==> config.mk <==
export PLATFORM = sky130hd
export DESIGN_NAME = win3x3_fetch_seq_flat
export DESIGN_NICKNAME = d
export VERILOG_FILES = /design/src/rtl/win3x3_fetch_seq_if.sv /design/src/rtl/win3x3_fetch_seq.sv /design/src/flat_wrapper.sv
export SDC_FILE = /design/constraint.sdc
export NUM_CORES = 1
export LEC_CHECK = 0
export CORE_MARGIN = 2
export CORE_UTILIZATION = 45
export DETAILED_ROUTE_END_ITERATION = 6
export DONT_BUFFER_PORTS = 1
export SLEW_MARGIN = 25
export SYNTH_ARGS = -nofsm -noshare
export SYNTH_HDL_FRONTEND = slang
export SYNTH_SLANG_ARGS = --single-unit
==> constraint.sdc <==
create_clock -name clk -period 10.9 [get_ports clk]
set_input_delay 1.635 -clock clk [delete_from_list [all_inputs] [get_ports clk]]
set_output_delay 1.635 -clock clk [all_outputs]
set_load 0.01 [all_outputs]
==> src/rtl/win3x3_fetch_seq_if.sv <==
// Handshake and memory-bus bundle between the 3x3 window sequencer and its
// surroundings (dmem read port, downstream filter, big_dmem write port).
interface win3x3_fetch_seq_if;
  logic        start;
  logic        busy;
  logic        done;
  logic [15:0] dm_a;
  logic [7:0]  dm_rd;
  logic        win_valid;
  logic        win_ready;
  logic [71:0] win_data;
  logic [7:0]  win_x;
  logic [7:0]  win_y;
  logic        res_valid;
  logic [23:0] res_data;
  logic        bd_we;
  logic [15:0] bd_a;
  logic [23:0] bd_wd;

  modport master (
    input  start, dm_rd, win_ready, res_valid, res_data,
    output busy, done, dm_a, win_valid, win_data, win_x, win_y, bd_we, bd_a, bd_wd
  );

  modport slave (
    output start, dm_rd, win_ready, res_valid, res_data,
    input  busy, done, dm_a, win_valid, win_data, win_x, win_y, bd_we, bd_a, bd_wd
  );
endinterface

==> src/rtl/win3x3_fetch_seq.sv <==
// 3x3 neighbourhood fetch sequencer for the Canny stages: reads each window from dmem,
// hands it to a filter and writes the 24-bit result to big_dmem. Option: BORDER_REPLICATE_EN.
module win3x3_fetch_seq #(
  parameter int IMG_W    = 200,
  parameter int IMG_H    = 200,
  parameter int BASE_IN  = 0,
  parameter int BASE_OUT = 0
) (
  input  logic                 clk,
  input  logic                 reset,
  win3x3_fetch_seq_if.master   bus
);

  localparam logic [2:0] ST_IDLE    = 3'd0;
  localparam logic [2:0] ST_FETCH   = 3'd1;
  localparam logic [2:0] ST_PRESENT = 3'd2;
  localparam logic [2:0] ST_WAIT    = 3'd3;
  localparam logic [2:0] ST_WRITE   = 3'd4;
  localparam logic [2:0] ST_DONE    = 3'd5;

  localparam logic [7:0]        X_MAX   = 8'(IMG_W - 1);
  localparam logic [7:0]        Y_MAX   = 8'(IMG_H - 1);
  localparam logic signed [9:0] X_MAX_S = $signed(10'(IMG_W - 1));
  localparam logic signed [9:0] Y_MAX_S = $signed(10'(IMG_H - 1));
  localparam logic [15:0]       W16     = 16'(IMG_W);

  logic [2:0]  state_q, state_d;
  logic [7:0]  x_q, x_d;
  logic [7:0]  y_q, y_d;
  logic [3:0]  k_q, k_d;
  logic [15:0] bd_a_q, bd_a_d;
  logic [23:0] bd_wd_q, bd_wd_d;
  logic [7:0]  byte_q [9];

  logic [1:0]        kr, kc;
  logic signed [9:0] nx, ny;
  logic              x_lo, x_hi, y_lo, y_hi;
  logic [7:0]        cx, cy;
  logic [15:0]       lin_in, lin_out;
  logic [7:0]        fetch_byte;
  logic [71:0]       win_data_w;

  // Neighbour k sits at row k/3, column k%3 of the window.
  always_comb begin
    kr = 2'd0;
    kc = 2'd0;
    case (k_q)
      4'd0: begin kr = 2'd0; kc = 2'd0; end
      4'd1: begin kr = 2'd0; kc = 2'd1; end
      4'd2: begin kr = 2'd0; kc = 2'd2; end
      4'd3: begin kr = 2'd1; kc = 2'd0; end
      4'd4: begin kr = 2'd1; kc = 2'd1; end
      4'd5: begin kr = 2'd1; kc = 2'd2; end
      4'd6: begin kr = 2'd2; kc = 2'd0; end
      4'd7: begin kr = 2'd2; kc = 2'd1; end
      4'd8: begin kr = 2'd2; kc = 2'd2; end
      default: begin kr = 2'd0; kc = 2'd0; end
    endcase
  end

  assign nx   = $signed({2'b00, x_q}) + $signed({8'b0, kc}) - 10'sd1;
  assign ny   = $signed({2'b00, y_q}) + $signed({8'b0, kr}) - 10'sd1;
  assign x_lo = nx < 10'sd0;
  assign x_hi = nx > X_MAX_S;
  assign y_lo = ny < 10'sd0;
  assign y_hi = ny > Y_MAX_S;
  assign cx   = x_lo ? 8'd0 : (x_hi ? X_MAX : nx[7:0]);
  assign cy   = y_lo ? 8'd0 : (y_hi ? Y_MAX : ny[7:0]);

  assign lin_in  = 16'(BASE_IN) + {8'b0, cy} * W16 + {8'b0, cx};
  assign lin_out = 16'(BASE_OUT) + {8'b0, y_q} * W16 + {8'b0, x_q};

`ifdef BORDER_REPLICATE_EN
  // The clamped address already points at the nearest edge pixel.
  assign fetch_byte = bus.dm_rd;
`else
  logic oob;
  assign oob        = x_lo | x_hi | y_lo | y_hi;
  assign fetch_byte = oob ? 8'h00 : bus.dm_rd;
`endif

  always_comb begin
    state_d = state_q;
    x_d     = x_q;
    y_d     = y_q;
    k_d     = k_q;
    bd_a_d  = bd_a_q;
    bd_wd_d = bd_wd_q;
    case (state_q)
      ST_IDLE: begin
        if (bus.start) begin
          x_d     = 8'd0;
          y_d     = 8'd0;
          k_d     = 4'd0;
          state_d = ST_FETCH;
        end
      end
      ST_FETCH: begin
        if (k_q == 4'd8) begin
          k_d     = 4'd0;
          state_d = ST_PRESENT;
        end else begin
          k_d = k_q + 4'd1;
        end
      end
      ST_PRESENT: begin
        if (bus.win_ready) state_d = ST_WAIT;
      end
      ST_WAIT: begin
        if (bus.res_valid) begin
          bd_wd_d = bus.res_data;
          bd_a_d  = lin_out;
          state_d = ST_WRITE;
        end
      end
      ST_WRITE: begin
        // Last pixel keeps y in range; the frame ends via DONE anyway.
        if (x_q == X_MAX) begin
          x_d = 8'd0;
          if (y_q == Y_MAX) begin
            state_d = ST_DONE;
          end else begin
            y_d     = y_q + 8'd1;
            state_d = ST_FETCH;
          end
        end else begin
          x_d     = x_q + 8'd1;
          state_d = ST_FETCH;
        end
      end
      ST_DONE:  state_d = ST_IDLE;
      default:  state_d = ST_IDLE;
    endcase
  end

  always_ff @(posedge clk) begin
    if (reset) begin
      state_q <= ST_IDLE;
      x_q     <= 8'd0;
      y_q     <= 8'd0;
      k_q     <= 4'd0;
      bd_a_q  <= 16'd0;
      bd_wd_q <= 24'd0;
    end else begin
      state_q <= state_d;
      x_q     <= x_d;
      y_q     <= y_d;
      k_q     <= k_d;
      bd_a_q  <= bd_a_d;
      bd_wd_q <= bd_wd_d;
    end
  end

  genvar gi;
  generate
    for (gi = 0; gi < 9; gi++) begin : g_byte
      always_ff @(posedge clk) begin
        if (reset) begin
          byte_q[gi] <= 8'h00;
        end else if (state_q == ST_FETCH && k_q == 4'(gi)) begin
          byte_q[gi] <= fetch_byte;
        end
      end
    end
  endgenerate

  always_comb begin
    win_data_w = '0;
    for (int i = 0; i < 9; i++) win_data_w[8*i +: 8] = byte_q[i];
  end

  assign bus.busy      = (state_q != ST_IDLE);
  assign bus.done      = (state_q == ST_DONE);
  assign bus.win_valid = (state_q == ST_PRESENT);
  assign bus.bd_we     = (state_q == ST_WRITE);
  assign bus.dm_a      = (state_q == ST_FETCH) ? lin_in : 16'd0;
  assign bus.win_data  = win_data_w;
  assign bus.win_x     = x_q;
  assign bus.win_y     = y_q;
  assign bus.bd_a      = bd_a_q;
  assign bus.bd_wd     = bd_wd_q;

endmodule

==> src/flat_wrapper.sv <==
// flat-port wrapper written by rule: the top's interface ports become plain ports
module win3x3_fetch_seq_flat 
#(
  parameter int IMG_W    = 200,
  parameter int IMG_H    = 200,
  parameter int BASE_IN  = 0,
  parameter int BASE_OUT = 0
)
  (clk, reset, bus_start, bus_dm_rd, bus_win_ready, bus_res_valid, bus_res_data, bus_busy, bus_done, bus_dm_a, bus_win_valid, bus_win_data, bus_win_x, bus_win_y, bus_bd_we, bus_bd_a, bus_bd_wd);
  win3x3_fetch_seq_if bus_i ();
  input  logic clk;
  input  logic reset;
  input wire logic [$bits(bus_i.start)-1:0] bus_start;
  input wire logic [$bits(bus_i.dm_rd)-1:0] bus_dm_rd;
  input wire logic [$bits(bus_i.win_ready)-1:0] bus_win_ready;
  input wire logic [$bits(bus_i.res_valid)-1:0] bus_res_valid;
  input wire logic [$bits(bus_i.res_data)-1:0] bus_res_data;
  output wire logic [$bits(bus_i.busy)-1:0] bus_busy;
  output wire logic [$bits(bus_i.done)-1:0] bus_done;
  output wire logic [$bits(bus_i.dm_a)-1:0] bus_dm_a;
  output wire logic [$bits(bus_i.win_valid)-1:0] bus_win_valid;
  output wire logic [$bits(bus_i.win_data)-1:0] bus_win_data;
  output wire logic [$bits(bus_i.win_x)-1:0] bus_win_x;
  output wire logic [$bits(bus_i.win_y)-1:0] bus_win_y;
  output wire logic [$bits(bus_i.bd_we)-1:0] bus_bd_we;
  output wire logic [$bits(bus_i.bd_a)-1:0] bus_bd_a;
  output wire logic [$bits(bus_i.bd_wd)-1:0] bus_bd_wd;
  assign bus_i.start = bus_start;
  assign bus_i.dm_rd = bus_dm_rd;
  assign bus_i.win_ready = bus_win_ready;
  assign bus_i.res_valid = bus_res_valid;
  assign bus_i.res_data = bus_res_data;
  assign bus_busy = bus_i.busy;
  assign bus_done = bus_i.done;
  assign bus_dm_a = bus_i.dm_a;
  assign bus_win_valid = bus_i.win_valid;
  assign bus_win_data = bus_i.win_data;
  assign bus_win_x = bus_i.win_x;
  assign bus_win_y = bus_i.win_y;
  assign bus_bd_we = bus_i.bd_we;
  assign bus_bd_a = bus_i.bd_a;
  assign bus_bd_wd = bus_i.bd_wd;
  win3x3_fetch_seq #(.IMG_W(IMG_W), .IMG_H(IMG_H), .BASE_IN(BASE_IN), .BASE_OUT(BASE_OUT)) u_core (.clk(clk), .reset(reset), .bus(bus_i));
endmodule
* Word level (Yosys, flattened, before mapping)
Memory sizes are Yosys's and may differ from the RTL's. A register that Yosys moved wholly into a read port is not among the register bits.
Cells that the tools add are included.
** Storage, ports and cells
- Bits in registers :: 63
- RAM bits :: 72
- Bits in read-only memories :: 64
- Input bits :: 37
- Output and inout bits :: 148
- Word-level logic and storage cells :: 137
- Memories :: 2
** Operators by class
- $add $sub $neg :: 9
- Multiply operators :: 2
- $lt $le $gt $ge :: 4
- Equal/unequal tests :: 21
- Mux-type cells :: 62
- Bitwise gates (word level) :: 12
- Reduce and logical (&&, ||, !) cells :: 19
** Memory list
- u_core.byte_q :: words 9, bits a word 8, read ports 9, clocked after memory_dff 0, wr ports 9, RTL line win3x3_fetch_seq.sv:33 : logic [7:0] byte_q [9];
- (no name shown) :: words 16, bits a word 4, read ports 1, clocked after memory_dff 1, wr ports 0, RTL line win3x3_fetch_seq.sv:47 : case (k_q)
** Operators by type and width (number)
- $mux 8 :: 18
- $add 16x8->16 :: 2
- $pmux 8 s2 :: 2
- $mux 1 :: 29
- $mul 8x5->13 const B :: 2
- $gt 10x9->1 const B :: 2
- $lt 10x1->1 const B :: 2
- $sub 10x2->10 const B :: 2
- $add 8x2->9 :: 2
- $mux 3 :: 6
- $add 8x1->8 const B :: 2
- $eq 4x3->1 const B :: 4
- $eq 8x8->1 const B :: 2
- $mux 16 :: 1
- $mux 4 :: 4
- $pmux 3 s5 :: 1
- $or 1x1->1 :: 12
- $ne 2x2->1 const B :: 5
- $logic_and 1x1->1 :: 9
- $eq 4x2->1 const B :: 2
- $pmux 4 s2 :: 1
- $reduce_and 4->1 :: 2
- $eq 3x2->1 const B :: 2
- $eq 3x3->1 const B :: 2
- 10 further kinds :: 13

* Depth between registers and ports, before layout
Gate-level depths: netlist of the first run.
- Depth in word-level cells :: 8
- Mapped depth :: 24
- Depth with buffers taken out :: 22

* Worst setup path before layout of the first run
OpenSTA, ideal clock, no wires.
- Path kind :: register -> output
- Start :: register u_core.y_q[0] (netlist: u_core.bus.win_y[0])
- End :: output bus_dm_a[15]
- Arrival :: 5747 ps
- Data required time :: 9265 ps
- Path slack :: 3518 ps
- Stages on the path, launching flop included :: 25
- Buffers on the path :: 2
- Cell sequence :: dfxtp_1 -> ha_1 -> fa_1 -> inv_1 -> ha_1 -> and2_1 -> buf_2 -> or4_1 -> a311oi_1 -> a211oi_1 -> a31oi_1 -> buf_2 -> nor3_1 -> ha_1 -> ha_1 -> inv_1 -> fa_1 -> inv_1 -> ha_1 -> o21a_1 -> a2111oi_0 -> nor3_1 -> xnor2_1 -> nand4b_1 -> mux2i_1
** Between the ends
- Longest elaborated chain between the ends :: 8
- Elaborated cells on any way between the ends :: 9
- Classes of those cells :: add/sub: 3; mul: 1; order compare: 2; mux: 3
** RTL lines
- start: declaration :: RTL line win3x3_fetch_seq.sv:29 : logic [7:0] y_q, y_d;
- start signal: assignment :: RTL line win3x3_fetch_seq.sv:147 : y_q <= y_d;
- $add 8x2->9 (*) :: RTL line win3x3_fetch_seq.sv:62 : assign ny = $signed({2'b00, y_q}) + $signed({8'b0, kr}) - 10'sd1;
- $sub 10x2->10 (*) :: RTL line win3x3_fetch_seq.sv:62
- $gt 10x9->1 :: RTL line win3x3_fetch_seq.sv:66 : assign y_hi = ny > Y_MAX_S;
- $mux 8 :: RTL line win3x3_fetch_seq.sv:68 : assign cy = y_lo ? 8'd0 : (y_hi ? Y_MAX : ny[7:0]);
- $mux 8 (*) :: RTL line win3x3_fetch_seq.sv:68
- $mul 8x5->13 (*) :: RTL line win3x3_fetch_seq.sv:70 : assign lin_in = 16'(BASE_IN) + {8'b0, cy} * W16 + {8'b0, cx};
- $add 16x8->16 (*) :: RTL line win3x3_fetch_seq.sv:70
- $mux 16 (*) :: RTL line win3x3_fetch_seq.sv:176 : assign bus.dm_a = (state_q == ST_FETCH) ? lin_in : 16'd0;
- end: declaration :: RTL line flat_wrapper.sv:20 : output wire logic [$bits(bus_i.dm_a)-1:0] bus_dm_a;
Every way passes the cells marked *; elsewhere a longest branch is shown, timed or not.

* Worst setup path after layout of the first run
Same ends and word-level chain as after synthesis.

==> flow_metrics.py, run 1 <==
metrics = {
    "synth": {
        "synth_top_cell_by_area": "edfxtp_1",
        "ys_top_cells_by_area": "edfxtp_1 (23%), dfxtp_1 (14%), ha_1 (11%)",
        "synth.distinct_cells": 71,
        "ys_seq_area_share_pct": 36.6,
        "synth_top_area_share_pct": 22.6,
        "synth_seq_cells": 139,
        "synth_nets": 1199,
        "avgSynthCellArea_um2": 9.00,
        "synthCells": 1065,
        "synth_edf_count": 72,
        "ys.flop_type": "edfxtp_1",
        "synth_area_mm2": 0.00958,
        "async_flop_share_pct": 0,
        "ys.warnings.count": 0,
    },
    "worst_setup_path": {
        "reg2reg_from": "u_core.bus.win_y[2]",
        "crit_start": "u_core.bus.win_y[0]",
        "slowest_stage": "buf_4",
        "cp-end-kind": "primary output",
        "critPathTopFamily": "adder cells",
        "max_stage_delay_ns": 0.74,
        "critPathMaxFanout": 75,
        "cp_num_buf_inv": 4,
        "start_kind": "flip-flop",
        "arrival_ns": 7.32,
        "crit_type": "flip-flop to primary output",
        "cp_cell_sequence": "ha_1 -> fa_1 -> inv_1 -> ha_1 -> and2_1 -> or4_1 -> a311oi_1 -> a211oi_1 -> a31oi_4 -> buf_4 -> nor3_1 -> ha_1 -> ha_1 -> inv_1 -> fa_1 -> inv_1 -> ha_1 -> o21a_1 -> a2111oi_0 -> nor3_1 -> xnor2_1 -> nand4b_1 -> mux2i_1",
        "crit_top_cell": "ha_1",
        "critPathRequiredTime_ns": 9.27,
    },
    "status": {
        "outcome": "completed",
    },
    "timing": {
        "hold_violations": 0,
        "max_freq_ghz": 0.112,
        "setup_viol": 0,
        "tns_ns": 0,
        "layout_worst_path_cycle_share_pct": 82.2,
        "slew_viol_final": 0,
        "tightestPinTransition_ns": 1.05,
        "skew_ns": 0.00908,
        "min_period_ns": 8.96,
        "relSlewSlack_pct": 30.2,
        "rsz0062_at_grt": "false",
        "hold_slack_ns": 0.500,
    },
    "die": {
        "die_width_um": 150,
        "die-area_mm2": 0.0225,
        "ios": 185,
        "initial_core_util_pct": 45.7,
        "dieHeight_um": 150,
        "design.core.area_mm2": 0.0210,
        "fp-row-count": 53,
    },
    "routing": {
        "drt_iter0_markers": 485,
        "drc": 0,
        "detail_route.first_pass.iterations": 4,
        "drt_wl_total_mm": 23.3,
        "vias_per_cell": 5.75,
        "wl_per_cell_um": 17.9,
        "num_vias": 7461,
        "detail-route-antenna-nets": 0,
    },
    "place": {
        "dp_hpwl_mm": 16.9,
        "placed_cells": 1266,
        "io_buffers": 0,
        "gp_congestion": 0.814,
        "place_area_mm2": 0.00959,
    },
    "power_and_ir_drop": {
        "p_int_mw": 0.969,
        "ir_worst_vdd_mv": 0.103,
        "p_comb_share_pct": 22.0,
        "p_seq_share_pct": 41.1,
        "switching_share_pct": 35.5,
        "clockPowerShare_pct": 36.8,
        "power.leakage_nw": 3.78,
        "powerDensity_mw_per_mm2": 148,
        "power_switching_mw": 0.533,
    },
    "clock_tree": {
        "post_cts_buffers": 0,
        "htree_num_levels": 4,
        "clkTransAtPathRegs_ns": 0.06,
        "clock_sinks": 139,
        "cts_resized": 0,
        "cts_made_buffers": 17,
        "clk_path_buf_depth": 2,
        "clockRootBuffer": "clkbuf_16",
        "cts_tree": "built",
        "cts_hold_buf": 0,
        "clkLatencyLatePin_ns": 0.42,
    },
    "layout": {
        "antenna_cells": 0,
        "fin_cells": 1298,
        "final_common_cell": "nand2_1",
        "postLayoutCellArea_mm2": 0.0101,
        "mostFrequentLayoutCells": "nand2_1 (171), ha_1 (87), nor2_1 (85)",
        "fillCellCount": 2041,
        "area_growth_pct": 5.82,
        "final_nets": 1144,
        "layout-drive-gt1-share_pct": 9.38,
    },
    "run": {
        "cap_violations": 0,
    },
    "grt": {
        "gr-total-overflow": 0,
        "grt_pass1_wl_mm": 37.1,
        "grt_max_degree": 77,
        "grt_usage_pct": 20.8,
        "grt_pass1_vias": 7036,
        "antenna_found_initial": 1,
    },
    "hold_path": {
        "hp-class": "flip-flop to flip-flop",
        "hold_start": "u_core.bus.bd_wd[14]",
    },
}
cell usage after synthesis, types with 10 or more instances:
| cell | count |
|---|---|
| a211oi_1 | 14 |
| a21o_1 | 10 |
| a21oi_1 | 66 |
| and3_1 | 10 |
| buf_1 | 16 |
| buf_2 | 16 |
| buf_4 | 12 |
| clkbuf_1 | 28 |
| dfxtp_1 | 67 |
| edfxtp_1 | 72 |
| fa_1 | 10 |
| ha_1 | 87 |
| inv_1 | 57 |
| nand2_1 | 171 |
| nand3_1 | 15 |
| nor2_1 | 85 |
| nor2b_1 | 17 |
| nor3_1 | 20 |
| nor4_1 | 44 |
| nor4_2 | 37 |
| o21ai_0 | 23 |
| xnor2_1 | 37 |
| xor2_1 | 15 |
worst register-to-register path, cell delays in order, from the launching register on:
cell	delay, ns
dfxtp_1	0.71
ha_1	0.43
ha_1	0.18
inv_1	0.05
fa_1	0.49
inv_1	0.05
ha_1	0.35
nand2_1	0.12
o21a_1	0.18
o311ai_0	0.48
nand4_1	0.24
or3_1	0.38
o211a_1	0.23
nor4_1	0.18
power by group through the flow:
stage	registers (mW)	clock network (mW)	logic [mW]
2_1_floorplan	0.614	0	0.294
3_3_place_gp	0.629	0	0.328
3_5_place_dp	0.630	0	0.331
4_1_cts	0.619	0.562	0.331
5_1_grt	0.622	0.581	0.366
6_report	0.618	0.553	0.331
sequential cells by signal, summed over array words and instances, names as in the netlist:
register	cells
u_core.kr	2
u_core.bus.bd_wd	24
u_core.kc	2
u_core.k_q	4
u_core.byte_q	72
u_core.bus.bd_a	16
u_core.bus.win_y	8
u_core.bus.win_x	8
u_core.state_q	3
logic make-up (layout without fill, tap and decap cells):
kind of cell | Yosys count | count (layout) | share of synthesized area, %
XOR/XNOR | 53 | 53 | 4.92
AO/OA/AOI/OAI | 186 | 186 | 13.0
flip-flops | 139 | 139 | 36.6
adder cells (fa/ha/maj) | 97 | 97 | 13.4
multiplexers | 5 | 5 | 0.535
buffers and inverters | 135 | 93 | 6.44
AND/OR/NAND/NOR | 450 | 450 | 25.1
metal layers:
metal | track usage, % | part of all wire [%]
met4 | 6.27 | 2.0
met1 | 25.8 | 42
met2 | 36.3 | 52
met5 | 0 | 0.056
met3 | 4.39 | 4.4
per-stage QoR:
stage	total power [mW]	setup WS, ns	util (%)
after floorplan	0.907	3.52	-
after global placement	0.958	2.43	45.7
after detailed placement	0.961	2.31	45.7
after CTS	1.51	1.86	48.4
after global routing	1.57	1.31	48.4
final	1.50	1.94	48.4
layout make-up:
class                   count  area (um2)  share of cell area (%)
flip-flops and latches    139        3500                    34.5
multi-input cells         791        5490                    54.2
inverters                  57         214                    2.11
clock inverters            15         130                    1.28
repair buffers              4        30.0                   0.296
well taps                 275         344                    3.39
clock buffers              17         425                    4.19
final timing paths:
kind,end,slack [ns],cells past startpoint
setup / recovery,bus_dm_a[15],1.94,23
hold / removal,u_core.bus.bd_wd[14],0.50,2
setup reg to reg,u_core.bus.bd_a[15],6.73,13
hold reg to reg,u_core.bus.bd_wd[14],0.50,2
No activity file was read; power rests on OpenSTA's default activity.
==> inputs of run 2 (changes only) <==
==> constraint.sdc (replaced) <==
create_clock -name clk -period 7.3 [get_ports clk]
set_input_delay 1.095 -clock clk [delete_from_list [all_inputs] [get_ports clk]]
set_output_delay 1.095 -clock clk [all_outputs]
set_load 0.01 [all_outputs]
==> run 2 against run 1 <==
Worst setup slack worse by 1.7 ns. Register-to-register slack got worse by 3.7 ns. Sequential power up 49%. Global-route usage is 0.11 points higher. Combinational power up 53%. Hold slack got worse by 0.0015 ns. Highest routed layer is now met4. Clock power rose by 54%. Sequential cell count did not move.
==> flow_metrics.py, run 2 (synthesized netlist as in run 1, its figures left out) <==
metrics = {
    "status": {
        "outcome": "completed",
    },
    "grt": {
        "grt_pass1_wl_mm": 37.7,
        "grt_usage_pct": 20.9,
        "antenna_found_initial": 0,
        "gr-total-overflow": 0,
        "grt_pass1_vias": 7150,
        "grt_max_degree": 77,
    },
    "timing": {
        "layout_worst_path_cycle_share_pct": 97.0,
        "relSlewSlack_pct": 35.6,
        "tns_ns": 0,
        "skew_ns": 0.0148,
        "max_freq_ghz": 0.141,
        "hold_violations": 0,
        "tightestPinTransition_ns": 0.966,
        "slew_viol_final": 0,
        "layout_setup_ws_ns": 0.219,
        "setup_viol": 0,
        "rsz0062_at_grt": "true",
        "min_period_ns": 7.08,
    },
    "power_and_ir_drop": {
        "powerDensity_mw_per_mm2": 218,
        "p_seq_share_pct": 40.4,
        "p_int_mw": 1.49,
        "clockPowerShare_pct": 37.3,
        "ir_worst_vdd_mv": 0.168,
        "total_power_mw": 2.28,
        "power.leakage_nw": 3.91,
        "p_comb_share_pct": 22.3,
        "switching_share_pct": 34.7,
        "power_switching_mw": 0.791,
    },
    "worst_setup_path": {
        "crit_cells": 21,
        "crit_start": "u_core.kr[0]",
        "crit_top_cell": "ha_4",
        "reg2reg_from": "u_core.bus.win_x[0]",
        "critPathRequiredTime_ns": 6.20,
        "regToRegSetupSlack_ns": 3.06,
        "start_kind": "flip-flop",
        "critPathTopFamily": "adder cells",
        "slowest_stage": "fa_2",
        "cp-end-kind": "primary output",
        "cp_cell_sequence": "ha_4 -> fa_2 -> inv_2 -> ha_4 -> and2_4 -> or4_4 -> a311oi_4 -> nor2_2 -> a32o_2 -> a21oi_2 -> ha_1 -> ha_4 -> fa_1 -> ha_4 -> a211o_1 -> a2111oi_2 -> nor3_1 -> xnor2_1 -> nand4b_1 -> mux2i_1 -> buf_4",
        "arrival_ns": 5.99,
        "critPathMaxFanout": 4,
        "cp_num_buf_inv": 2,
        "crit_type": "flip-flop to primary output",
        "max_stage_delay_ns": 0.55,
        "rr_worst_depth": 9,
    },
    "hold_path": {
        "holdPathStages": 2,
        "hp-class": "flip-flop to flip-flop",
        "hold_start": "u_core.bus.bd_wd[20]",
    },
    "clock_tree": {
        "clkTransAtPathRegs_ns": 0.06,
        "clk_path_buf_depth": 2,
        "cts_tree": "built",
        "clockRootBuffer": "clkbuf_16",
        "clkLatencyLatePin_ns": 0.42,
        "htree_num_levels": 4,
        "cts_made_buffers": 17,
        "cts_hold_buf": 0,
        "clock_sinks": 139,
    },
    "die": {
        "die-area_mm2": 0.0225,
        "die_width_um": 150,
        "fp-row-count": 53,
        "initial_core_util_pct": 45.7,
        "design.core.area_mm2": 0.0210,
        "ios": 185,
        "dieHeight_um": 150,
    },
    "layout": {
        "mostFrequentLayoutCells": "nand2_1 (171), nor2_1 (83), ha_1 (81)",
        "fillCellCount": 2012,
        "regMostFlops": "u_core.byte_q",
        "final_common_cell": "nand2_1",
        "fin_cells": 1313,
        "area_growth_pct": 9.26,
        "antenna_cells": 0,
        "final_nets": 1159,
        "layout-drive-gt1-share_pct": 13.4,
        "largest_reg_flops": 72,
        "finalCoreUtilization_pct": 50.0,
    },
    "routing": {
        "vias_per_cell": 5.68,
        "drc": 0,
        "detail_route.first_pass.iterations": 5,
        "drt_iter0_markers": 502,
        "detail-route-antenna-nets": 0,
        "drt_wl_total_mm": 23.3,
        "wl_per_cell_um": 17.7,
        "num_vias": 7460,
    },
    "run": {
        "cap_violations": 0,
    },
    "place": {
        "placed_cells": 1275,
        "io_buffers": 0,
        "dp_hpwl_mm": 16.7,
        "gp_congestion": 0.804,
        "dp_slack_ns": 0.272,
    },
}
[run 2: cell types whose count changed in the layout (fill, tap and decap cells not counted), sizes merged]
cell,previous run,this run
bufinv,0,1
buf,4,19
clkinv,2,1
[run 2: layout make-up]
class	instances	area, um2	area share (%)
Inverter	57	214	2.04
Timing Repair Buffer	19	150	1.43
Tap cell	275	344	3.29
Clock buffer	17	425	4.06
Sequential cell	139	3500	33.5
Multi-Input combinational cell	791	5680	54.2
Clock inverter	15	153	1.46
[run 2: worst register-to-register path: cells and delay by family (launching register included)]
kind	cells	cell delay (ns)
AOI/OAI and AO/OA	2	0.72
adders and majority gates	2	0.80
buffers and inverters	1	0.73
DFF	1	0.53
and+or+nand+nor	4	1.18
[run 2: stage by stage]
step | area, um2 | hold WS, ns
after floorplan | 9580 | 0.476
after global placement | 9650 | 0.486
after detailed placement | 9650 | 0.490
after CTS | 10300 | 0.499
after global routing | 10500 | 0.520
final | 10500 | 0.498
[run 2: layer usage]
metal	up-vias	GRT usage (%)	share of wire, %	wire length (um)
li1	3718	-	-	-
met1	3541	26.7	43	10100
met2	170	35.8	51	11900
met3	31	3.93	4.0	925
met4	0	6.42	1.8	414
met5	-	0	0	0
[run 2: worst paths after layout]
check	to
min	u_core.bus.bd_wd[20]
min reg2reg	u_core.bus.bd_wd[20]
max reg2reg	u_core.byte_q[5][3]
max	bus_dm_a[15]
[run 2: timing repair]
action	in CTS	in global routing
buffers inserted	0	6
gates resized for setup	8	31
pin swaps	0	18
setup endpoints to repair	2	7
[run 2: power by group through the flow]
stage                     clock network (mW)  registers [mW]  logic [mW]
after floorplan                            0           0.916       0.439
after global placement                     0           0.940       0.492
after detailed placement                   0           0.940       0.497
after CTS                              0.866           0.923       0.499
after global routing                   0.895           0.929       0.566
final                                  0.851           0.922       0.508
